[src/rtl/parking_scheduler.sv]
// rtl/parking_scheduler.sv - eight-spot parking lot entry/exit scheduler with gate timing
//
// Ports:
//   i_clk, i_reset      clock, synchronous active-high reset
//   i_entry_req         entry lane request (level, held until ack or error)
//   i_exit_req          exit lane request (level, held until ack or error)
//   i_exit_spot[2:0]    spot being vacated, valid with i_exit_req
//   o_entry_ack         one-cycle pulse: entry served
//   o_exit_ack          one-cycle pulse: exit served
//   o_spot_id[2:0]      spot allocated or freed by the last served request
//   o_gate_open         gate drive, high GATE_CYCLES cycles per served request
//   o_gate_sel          0 = entry gate, 1 = exit gate
//   o_occupancy[7:0]    spot map, bit i = spot i occupied
//   o_parked[3:0]       number of occupied spots
//   o_full, o_empty     occupancy all ones / all zeros
//   o_error             one-cycle pulse: request rejected
module parking_scheduler #(
    parameter int GATE_CYCLES = 4
) (
    input  logic       i_clk,
    input  logic       i_reset,
    input  logic       i_entry_req,
    input  logic       i_exit_req,
    input  logic [2:0] i_exit_spot,
    output logic       o_entry_ack,
    output logic       o_exit_ack,
    output logic [2:0] o_spot_id,
    output logic       o_gate_open,
    output logic       o_gate_sel,
    output logic [7:0] o_occupancy,
    output logic [3:0] o_parked,
    output logic       o_full,
    output logic       o_empty,
    output logic       o_error
);

    typedef enum logic [2:0] {
        S_IDLE,
        S_ENTRY,
        S_EXIT,
        S_GATE,
        S_REJECT
    } state_t;

    // The counter is loaded in the ack cycle, so it counts the remaining cycles after it.
    localparam logic [3:0] GATE_LOAD = 4'(GATE_CYCLES - 1);

    state_t     r_state;
    logic       r_last_grant;   // 0 = entry served last, 1 = exit served last
    logic [2:0] r_exit_spot;
    logic [3:0] r_gate_cnt;
    logic [7:0] r_occupancy;
    logic [2:0] r_spot_id;
    logic       r_entry_ack;
    logic       r_exit_ack;
    logic       r_error;
    logic       r_gate_open;
    logic       r_gate_sel;

    logic [2:0] w_free_idx;
    logic [3:0] w_parked;
    logic       w_full;
    logic       w_grant_exit;

    // Lowest-index clear bit: scan from the top so the lowest match is written last.
    always_comb begin
        w_free_idx = 3'd0;
        for (int i = 7; i >= 0; i--) begin
            if (!r_occupancy[i]) begin
                w_free_idx = 3'(i);
            end
        end
    end

    always_comb begin
        w_parked = 4'd0;
        for (int i = 0; i < 8; i++) begin
            w_parked = w_parked + {3'b000, r_occupancy[i]};
        end
    end

    assign w_full = (r_occupancy == 8'hFF);

    // On a tie the lane that was not served last wins; the reset value favours exit.
    assign w_grant_exit = i_exit_req & (~i_entry_req | ~r_last_grant);

    always_ff @(posedge i_clk) begin
        if (i_reset) begin
            r_state      <= S_IDLE;
            r_last_grant <= 1'b0;
            r_exit_spot  <= 3'd0;
            r_gate_cnt   <= 4'd0;
            r_occupancy  <= 8'h00;
            r_spot_id    <= 3'd0;
            r_entry_ack  <= 1'b0;
            r_exit_ack   <= 1'b0;
            r_error      <= 1'b0;
            r_gate_open  <= 1'b0;
            r_gate_sel   <= 1'b0;
        end else begin
            r_entry_ack <= 1'b0;
            r_exit_ack  <= 1'b0;
            r_error     <= 1'b0;
            case (r_state)
                S_IDLE: begin
                    r_gate_open <= 1'b0;
                    if (i_entry_req || i_exit_req) begin
                        r_last_grant <= w_grant_exit;
                        if (w_grant_exit) begin
                            r_exit_spot <= i_exit_spot;
                            r_state     <= S_EXIT;
                        end else begin
                            r_state <= S_ENTRY;
                        end
                    end
                end
                S_ENTRY: begin
                    if (w_full) begin
                        r_error <= 1'b1;
                        r_state <= S_REJECT;
                    end else begin
                        r_occupancy[w_free_idx] <= 1'b1;
                        r_spot_id   <= w_free_idx;
                        r_entry_ack <= 1'b1;
                        r_gate_sel  <= 1'b0;
                        r_gate_open <= 1'b1;
                        r_gate_cnt  <= GATE_LOAD;
                        r_state     <= S_GATE;
                    end
                end
                S_EXIT: begin
                    if (!r_occupancy[r_exit_spot]) begin
                        r_error <= 1'b1;
                        r_state <= S_REJECT;
                    end else begin
                        r_occupancy[r_exit_spot] <= 1'b0;
                        r_spot_id   <= r_exit_spot;
                        r_exit_ack  <= 1'b1;
                        r_gate_sel  <= 1'b1;
                        r_gate_open <= 1'b1;
                        r_gate_cnt  <= GATE_LOAD;
                        r_state     <= S_GATE;
                    end
                end
                S_GATE: begin
                    if (r_gate_cnt == 4'd0) begin
                        r_gate_open <= 1'b0;
                        r_state     <= S_IDLE;
                    end else begin
                        r_gate_cnt <= r_gate_cnt - 4'd1;
                    end
                end
                S_REJECT: begin
                    r_state <= S_IDLE;
                end
                default: begin
                    r_state <= S_IDLE;
                end
            endcase
        end
    end

    assign o_entry_ack = r_entry_ack;
    assign o_exit_ack  = r_exit_ack;
    assign o_spot_id   = r_spot_id;
    assign o_gate_open = r_gate_open;
    assign o_gate_sel  = r_gate_sel;
    assign o_occupancy = r_occupancy;
    assign o_parked    = w_parked;
    assign o_full      = w_full;
    assign o_empty     = (r_occupancy == 8'h00);
    assign o_error     = r_error;

endmodule

[config.mk]
export PLATFORM = sky130hd
export DESIGN_NAME = parking_scheduler
export DESIGN_NICKNAME = d
export VERILOG_FILES = /design/src/rtl/parking_scheduler.sv
export SDC_FILE = /design/constraint.sdc
export NUM_CORES = 1
export LEC_CHECK = 0
export CAP_MARGIN = 20
export CORE_MARGIN = 3
export CORE_UTILIZATION = 35
export DETAILED_ROUTE_END_ITERATION = 6
export SYNTH_ARGS = -nofsm -noshare
export SYNTH_HDL_FRONTEND = slang
export SYNTH_SLANG_ARGS = --single-unit
[constraint.sdc]
create_clock -name i_clk -period 6.4 [get_ports i_clk]
set_input_delay 0.96 -clock i_clk [delete_from_list [all_inputs] [get_ports i_clk]]
set_output_delay 0.96 -clock i_clk [all_outputs]
set_load 0.005 [all_outputs]
==> impl_results.md, run 1 <==
* Outcome: finished clean
* WL per Instance at ~14 um
* DR iter-0 viols at between 80 and 90
* Top-Level Pins at 29
* CTS Buffer Depth at 2
* Hold Violations, Final at 0
* Core Region at about 0.0042 mm2
* Post-Synth Simple-Gate Area at 0.221
* First-pass GRT wire length at about 6500 um
* Max VDD drop at ~0.00019 V
* Sw Share at 0.376
* Die footprint at between 0.005 and 0.006 mm2
* Required time of the critical path at roughly 5.4 ns
* Yosys cell types at 44
* Post-synth EDFFs at 0
* Post-CTS resize count at 0
* Post-synthesis compound-gate area fraction at 0.207
* Most used DFF post-synth: dfxtp_1
* # hold bufs at CTS at 0
* Async set or reset register ratio after synthesis at 0
* Avg Cell Area, Syn at around 8.6 um2
* Area Overhead vs Synth at 22.7%
* Largest family of logic cells by synthesized area: simple AND/OR/NAND/NOR gates
* Flop-to-flop setup slack at between 4 and 5 ns
* Antenna violations before repair at 0
* Worst EP arrival at about 3.5 ns
* Post-route cell area at 0.00193 mm2
* Final Max Tran Viols at 0
* CP dominant cell by count: fa_1
* Buffer count from post-CTS setup fixing at 0
* Endpoints failing setup at 0
* Power per standard cell area at 319 mW/mm2
* Cell at the slowest stage of the critical path: dfxtp_1
* GPL Wtd Cong at ~0.85
* Crit path capture type: primary output
* Largest net degree at the start of global routing at 23
* Register area share after synthesis at 0.343
* Register bit total from synthesis at 27
* Clk pwr share at 0.158
* H-tree depth at 1
* Fin crit period at roughly 4.5 ns
* CP cell instances: fa_1 > inv_1 > fa_1 > fa_1 > inv_1 > ha_1 > inv_1 > fa_1 > xnor2_1 > clkdlybuf4s50_1
* Worst Tran Pin Value at 0.860 ns
* Die Width at about 73 um
* Most frequent cells in the layout: clkdlybuf4s50_1, dfxtp_1, inv_1, a21oi_1, nor2_1
* # nets final at 230
* Post-route ant nets at 0
* Post-synthesis mux area share at 0.0445
* All-Layer GR Usage at 0.153
* CP peak stage delay at between 0.5 and 0.6 ns
* CTS Buf Count at 3
* Num rows at 23
* Psw at about 0.00023 W
* Total wire length at approximately 3700 um
* Worst Setup EP: o_parked[2]
* Worst-Skew Late Latency at around 0.27 ns
* Worst R2R End: o_spot_id[1]
* Yosys top cell by area: dfxtp_1
* Yosys top cell area share at 0.343
* Vias per cell at 5.43
* Slew headroom at 0.425
* Residual DRC at 0
* Worst setup SP type: flop
* Final Power at just over 0.0006 W
* Initial Util at 0.377
* Synthesized netlist cell count at between 150 and 200
* Vias at around 1400
* Final period utilization at 0.697
* Drt pass-1 iters at 4
* Xor/xnor share of the synthesized area at 0.00556
* Most common cell after layout, fill and taps aside: clkdlybuf4s50_1
* Worst hold stages at 2
* Diodes inserted at 0
* Top post-synthesis cells by area: dfxtp_1, ha_1, a21oi_1, fa_1, mux2i_1
* Root Buffer: clkbuf_8
* Setup TNS at 0 ns
* Synth warn at 0
* IO buf count at 28
* MaxCap Viol Count at 0
* Syn Nets at 203
* Chip height at 73.1 um
* Worst setup path start: o_occupancy[1]
* Hpwl dp at ~2800 um
* Layout cells sized above 1 at 0.0667
* Cell Area, Placed at between 0.0015 and 0.002 mm2
* Worst r2r src: r_exit_spot[0]
* Combinational fraction of design power at 0.439
* Pint at around 0.00038 W
* RSZ-0062 raised after global routing: false
* Sequential share of power at 0.404
* Crit Path Class: flop to primary output
* CTS tree: built
* Post-Synth Adder-Cell Area at 0.114
* Final Skew at approximately 0.0025 ns
* Post-Route Utilization at 0.463
* Post-synthesis cell area at around 0.0016 mm2
* Total global routing overflow at 0
* CTS clk-pin slew, worst paths at around 0.090 ns
* CP Max Fanout at 8
* Maximum achievable frequency at around 0.22 GHz
* CTS sink cnt at 27
* Vias in the first global route at around 1300
* Worst-case reg-to-reg path depth at 5
* P_leak at just over 0.7 nW
* HP Class: flop to flop
## layer usage
| layer | vias up | global-route usage | wire [um] |
|---|---|---|---|
| li1 | 719 | - | - |
| met1 | 647 | 0.220 | 1830 |
| met2 | 41 | 0.237 | 1640 |
| met3 | 4 | 0.0289 | 202 |
| met4 | 0 | 0.0307 | 34 |
| met5 | - | 0 | 0 |
## logic make-up after synthesis
kind of cell	count (synthesis)
and+or+nand+nor	65
AOI/OAI and AO/OA	48
DFF	27
buffers and inverters	24
adders and majority gates	12
muxes	7
xor gates and xnor gates	1
## worst min path at each step
stage             startpoint       endpoint  slack [ns]
5_1_grt        r_gate_cnt[0]  r_gate_cnt[0]        0.52
6_report          o_gate_sel     o_gate_sel        0.47
2_1_floorplan   r_last_grant   r_last_grant        0.45
3_5_place_dp      o_gate_sel     o_gate_sel        0.46
3_3_place_gp      o_gate_sel     o_gate_sel        0.45
4_1_cts           o_gate_sel     o_gate_sel        0.47
## state kept, by name, summed over array words and instances, names as in the netlist
signal        count
o_entry_ack       1
o_occupancy       8
o_exit_ack        1
r_exit_spot       3
o_gate_open       1
r_state           3
r_last_grant      1
o_gate_sel        1
o_spot_id         3
r_gate_cnt        4
o_error           1
## stage by stage
| step | cells | setup WS (ns) | hold slack, ns |
|---|---|---|---|
| after floorplan | 184 | 2.82 | 0.448 |
| after global placement | 256 | 2.29 | 0.448 |
| after detailed placement | 256 | 2.23 | 0.455 |
| after CTS | 260 | 1.92 | 0.474 |
| after global routing | 260 | 1.78 | 0.515 |
| final | 260 | 1.94 | 0.469 |
## layout make-up
| cell class | count | area, um2 |
|---|---|---|
| Sequential cell | 27 | 541 |
| Clock buffer | 3 | 41.3 |
| Clock inverter | 1 | 7.51 |
| Tap cell | 50 | 62.6 |
| Timing Repair Buffer | 28 | 280 |
| Inverter | 18 | 67.6 |
| Fill cell | 411 | 2240 |
| Multi-Input combinational cell | 133 | 932 |
## synth_stat cells (2+ instances only)
cell type,number
nand2b_1,3
a311oi_1,3
or3b_1,2
nor4_1,2
nand2_1,11
buf_2,3
dfxtp_1,27
o221a_2,2
a31oi_1,5
nand3_1,5
fa_1,4
nor3b_1,3
or2_2,2
inv_1,17
nor3_1,9
ha_1,8
o21ai_1,2
nand4_1,2
clkbuf_1,2
or3_1,3
a21oi_1,16
nor2b_1,2
o22ai_1,2
o21ai_0,6
nand3b_1,3
o311ai_0,2
mux2i_1,7
nor2_1,15
## worst max-delay path: cells and delay by family (launching register included)
family                     cells  cell delay [ns]
DFF                            1             0.51
adders and majority gates      5             1.85
buffers and inverters          4             0.71
xor gates and xnor gates       1             0.16
## power groups by stage
| stage | sequential [W] | combinational, W | clock [W] |
|---|---|---|---|
| after floorplan | 0.000242 | 0.000193 | 0 |
| after global placement | 0.000252 | 0.000269 | 0 |
| after detailed placement | 0.000253 | 0.000271 | 0 |
| after CTS | 0.000249 | 0.000273 | 0.000102 |
| after global routing | 0.000256 | 0.000308 | 0.000108 |
| final | 0.000249 | 0.000271 | 0.0000972 |
Note: power is estimated with default switching activity, not from simulation.
==> run 2, diff against run 1 <==
==> constraint.sdc (replaced) <==
create_clock -name i_clk -period 3.6 [get_ports i_clk]
set_input_delay 0.54 -clock i_clk [delete_from_list [all_inputs] [get_ports i_clk]]
set_output_delay 0.54 -clock i_clk [all_outputs]
set_load 0.005 [all_outputs]
==> impl_results.md, run 2 (same netlist as run 1, synthesis figures left out) <==
* Outcome: finished clean (unchanged)
* All-Layer GR Usage at 0.158 (was 0.153)
* DR iter-0 viols at 71 (was 82)
* Vias per cell at 5.30 (was 5.43)
* Post-route cell area at 0.00200 mm2 (was 0.00193 mm2)
* Diodes inserted at 0 (unchanged)
* First-pass GRT wire length at 6670 um (was 6500 um)
* CTS clk-pin slew, worst paths at 0.09 ns (about the same)
* Flop-to-flop setup slack at 1.71 ns (was 4.09 ns)
* GPL Wtd Cong at 0.797 (was 0.851)
* Max VDD drop at 0.000295 V (was 0.000192 V)
* Area Overhead vs Synth at 26.9% (was 22.7%)
* Worst setup path start: o_occupancy[0] (was o_occupancy[1])
* Final Skew at 0.00810 ns (was 0.00251 ns)
* H-tree depth at 1 (unchanged)
* Worst EP arrival at 3.02 ns (was 3.50 ns)
* WL per Instance at 14.0 um (was 14.3 um)
* Layout cells sized above 1 at 0.147 (was 0.0667)
* Total global routing overflow at 0 (unchanged)
* Worst-Skew Late Latency at 0.27 ns (about the same)
* MaxCap Viol Count at 0 (unchanged)
* Initial Util at 0.377 (unchanged)
* Largest register FFs at 8 (unchanged)
* Antenna violations before repair at 0 (unchanged)
* Residual DRC at 0 (unchanged)
* Maximum achievable frequency at around 0.28 GHz
* Required time of the critical path at 3.06 ns (was 5.44 ns)
* Cell Area, Placed at 0.00194 mm2 (was 0.00188 mm2)
* Vias in the first global route at 1398 (was 1344)
* P_leak at 0.776 nW (was 0.717 nW)
* # nets final at 237 (was 230)
* Endpoints failing setup at 0 (unchanged)
* Place WS at -0.0961 ns (was 2.23 ns)
* Vias at 1415 (was 1411)
* CTS Buffer Depth at 2 (unchanged)
* Setup TNS at 0 ns (unchanged)
* CTS tree: built (unchanged)
* HP Class: flop to flop (unchanged)
* Fin crit period at ~3.6 ns
* Worst r2r src: o_occupancy[2] (was r_exit_spot[0])
* CP Max Fanout at 2 (was 8)
* Largest net degree at the start of global routing at 23 (unchanged)
* Slew headroom at 0.681 (was 0.425)
* Chip height at 73.1 um (unchanged)
* Final Power at 0.00112 W (was 0.000617 W)
* RSZ-0062 raised after global routing: true (was false)
* Num rows at 23 (unchanged)
* Worst setup SP type: flop (unchanged)
* Crit Path Class: flop to primary output (unchanged)
* Most frequent cells in the layout: clkdlybuf4s50_1, dfxtp_1, nor2_1, a21oi_1, inv_1 (was clkdlybuf4s50_1, dfxtp_1, inv_1, a21oi_1, nor2_1)
* IO buf count at 28 (unchanged)
* Total wire length at 3730 um (was 3710 um)
* Hold Violations, Final at 0 (unchanged)
* Worst Tran Pin Value at 0.476 ns (was 0.860 ns)
* Die footprint at 0.00534 mm2 (unchanged)
* Crit path capture type: primary output (unchanged)
* Final Max Tran Viols at 0 (unchanged)
* Hpwl dp at 2820 um (was 2810 um)
* Buffer count from post-CTS setup fixing at 0 (unchanged)
* CTS Buf Count at 3 (unchanged)
* Core Region at 0.00417 mm2 (unchanged)
* Top-Level Pins at 29 (unchanged)
* Die Width at 73.1 um (unchanged)
* Post-route ant nets at 0 (unchanged)
* Power per standard cell area at 558 mW/mm2 (was 319 mW/mm2)
* Setup ws final at 0.0427 ns (was 1.94 ns)
* Final period utilization at 0.988
* CTS sink cnt at 27 (unchanged)
* Drt pass-1 iters at 4 (unchanged)
* Root Buffer: clkbuf_8 (unchanged)
* Worst hold start: o_gate_sel (unchanged)
==> run 2: stage by stage <==
stage	hold WS, ns	util	cells
after detailed placement	0.450	0.464	263
after CTS	0.468	0.474	267
after global placement	0.447	0.464	263
after floorplan	0.448	-	184
final	0.469	0.479	267
after global routing	0.497	0.479	267
==> run 2: worst paths after layout <==
path,to,cells past startpoint
setup / recovery,o_parked[1],10
setup reg to reg,o_occupancy[4],5
hold reg to reg,o_gate_sel,2
hold / removal,o_gate_sel,2
==> run 2: repair_timing <==
item | in CTS | in global routing
hold buffers | 0 | 0
pin swaps | 4 | 5
setup endpoints to repair | 2 | 4
gates resized for setup | 11 | 8
==> run 2: metal layers <==
metal  vias to the layer above  part of all wire  GRT usage  wire length [um]
met3                         2             0.068     0.0317               253
met4                         0            0.0048     0.0328                18
met2                        41              0.44      0.241              1620
met5                         -                 0          0                 0
met1                       645              0.49      0.229              1830
li1                        727                 -          -                 -
==> run 2: critical path, stage by stage, from the launching register on <==
cell	delay, ns
dfxtp_2	0.34
fa_1	0.53
inv_1	0.05
fa_1	0.49
fa_2	0.44
inv_2	0.08
ha_4	0.13
inv_2	0.04
fa_2	0.53
inv_2	0.03
buf_2	0.11
==> run 2: area by class of cell <==
class                      instances  area (um2)
timing repair buffer              35         325
clock buffer                       3        41.3
inverter                          18        67.6
clock inverter                     1        5.00
fill                             413        2170
multi-input combinational        133         953
sequential                        27         543
tap                               50        62.6
==> run 2: where the power goes <==
group	internal, W	leakage (nW)	switching (W)
clock network	0.0000775	0.0255	0.0000943
registers	0.000371	0.221	0.0000648
logic	0.000250	0.529	0.000258
total	0.000699	0.776	0.000417
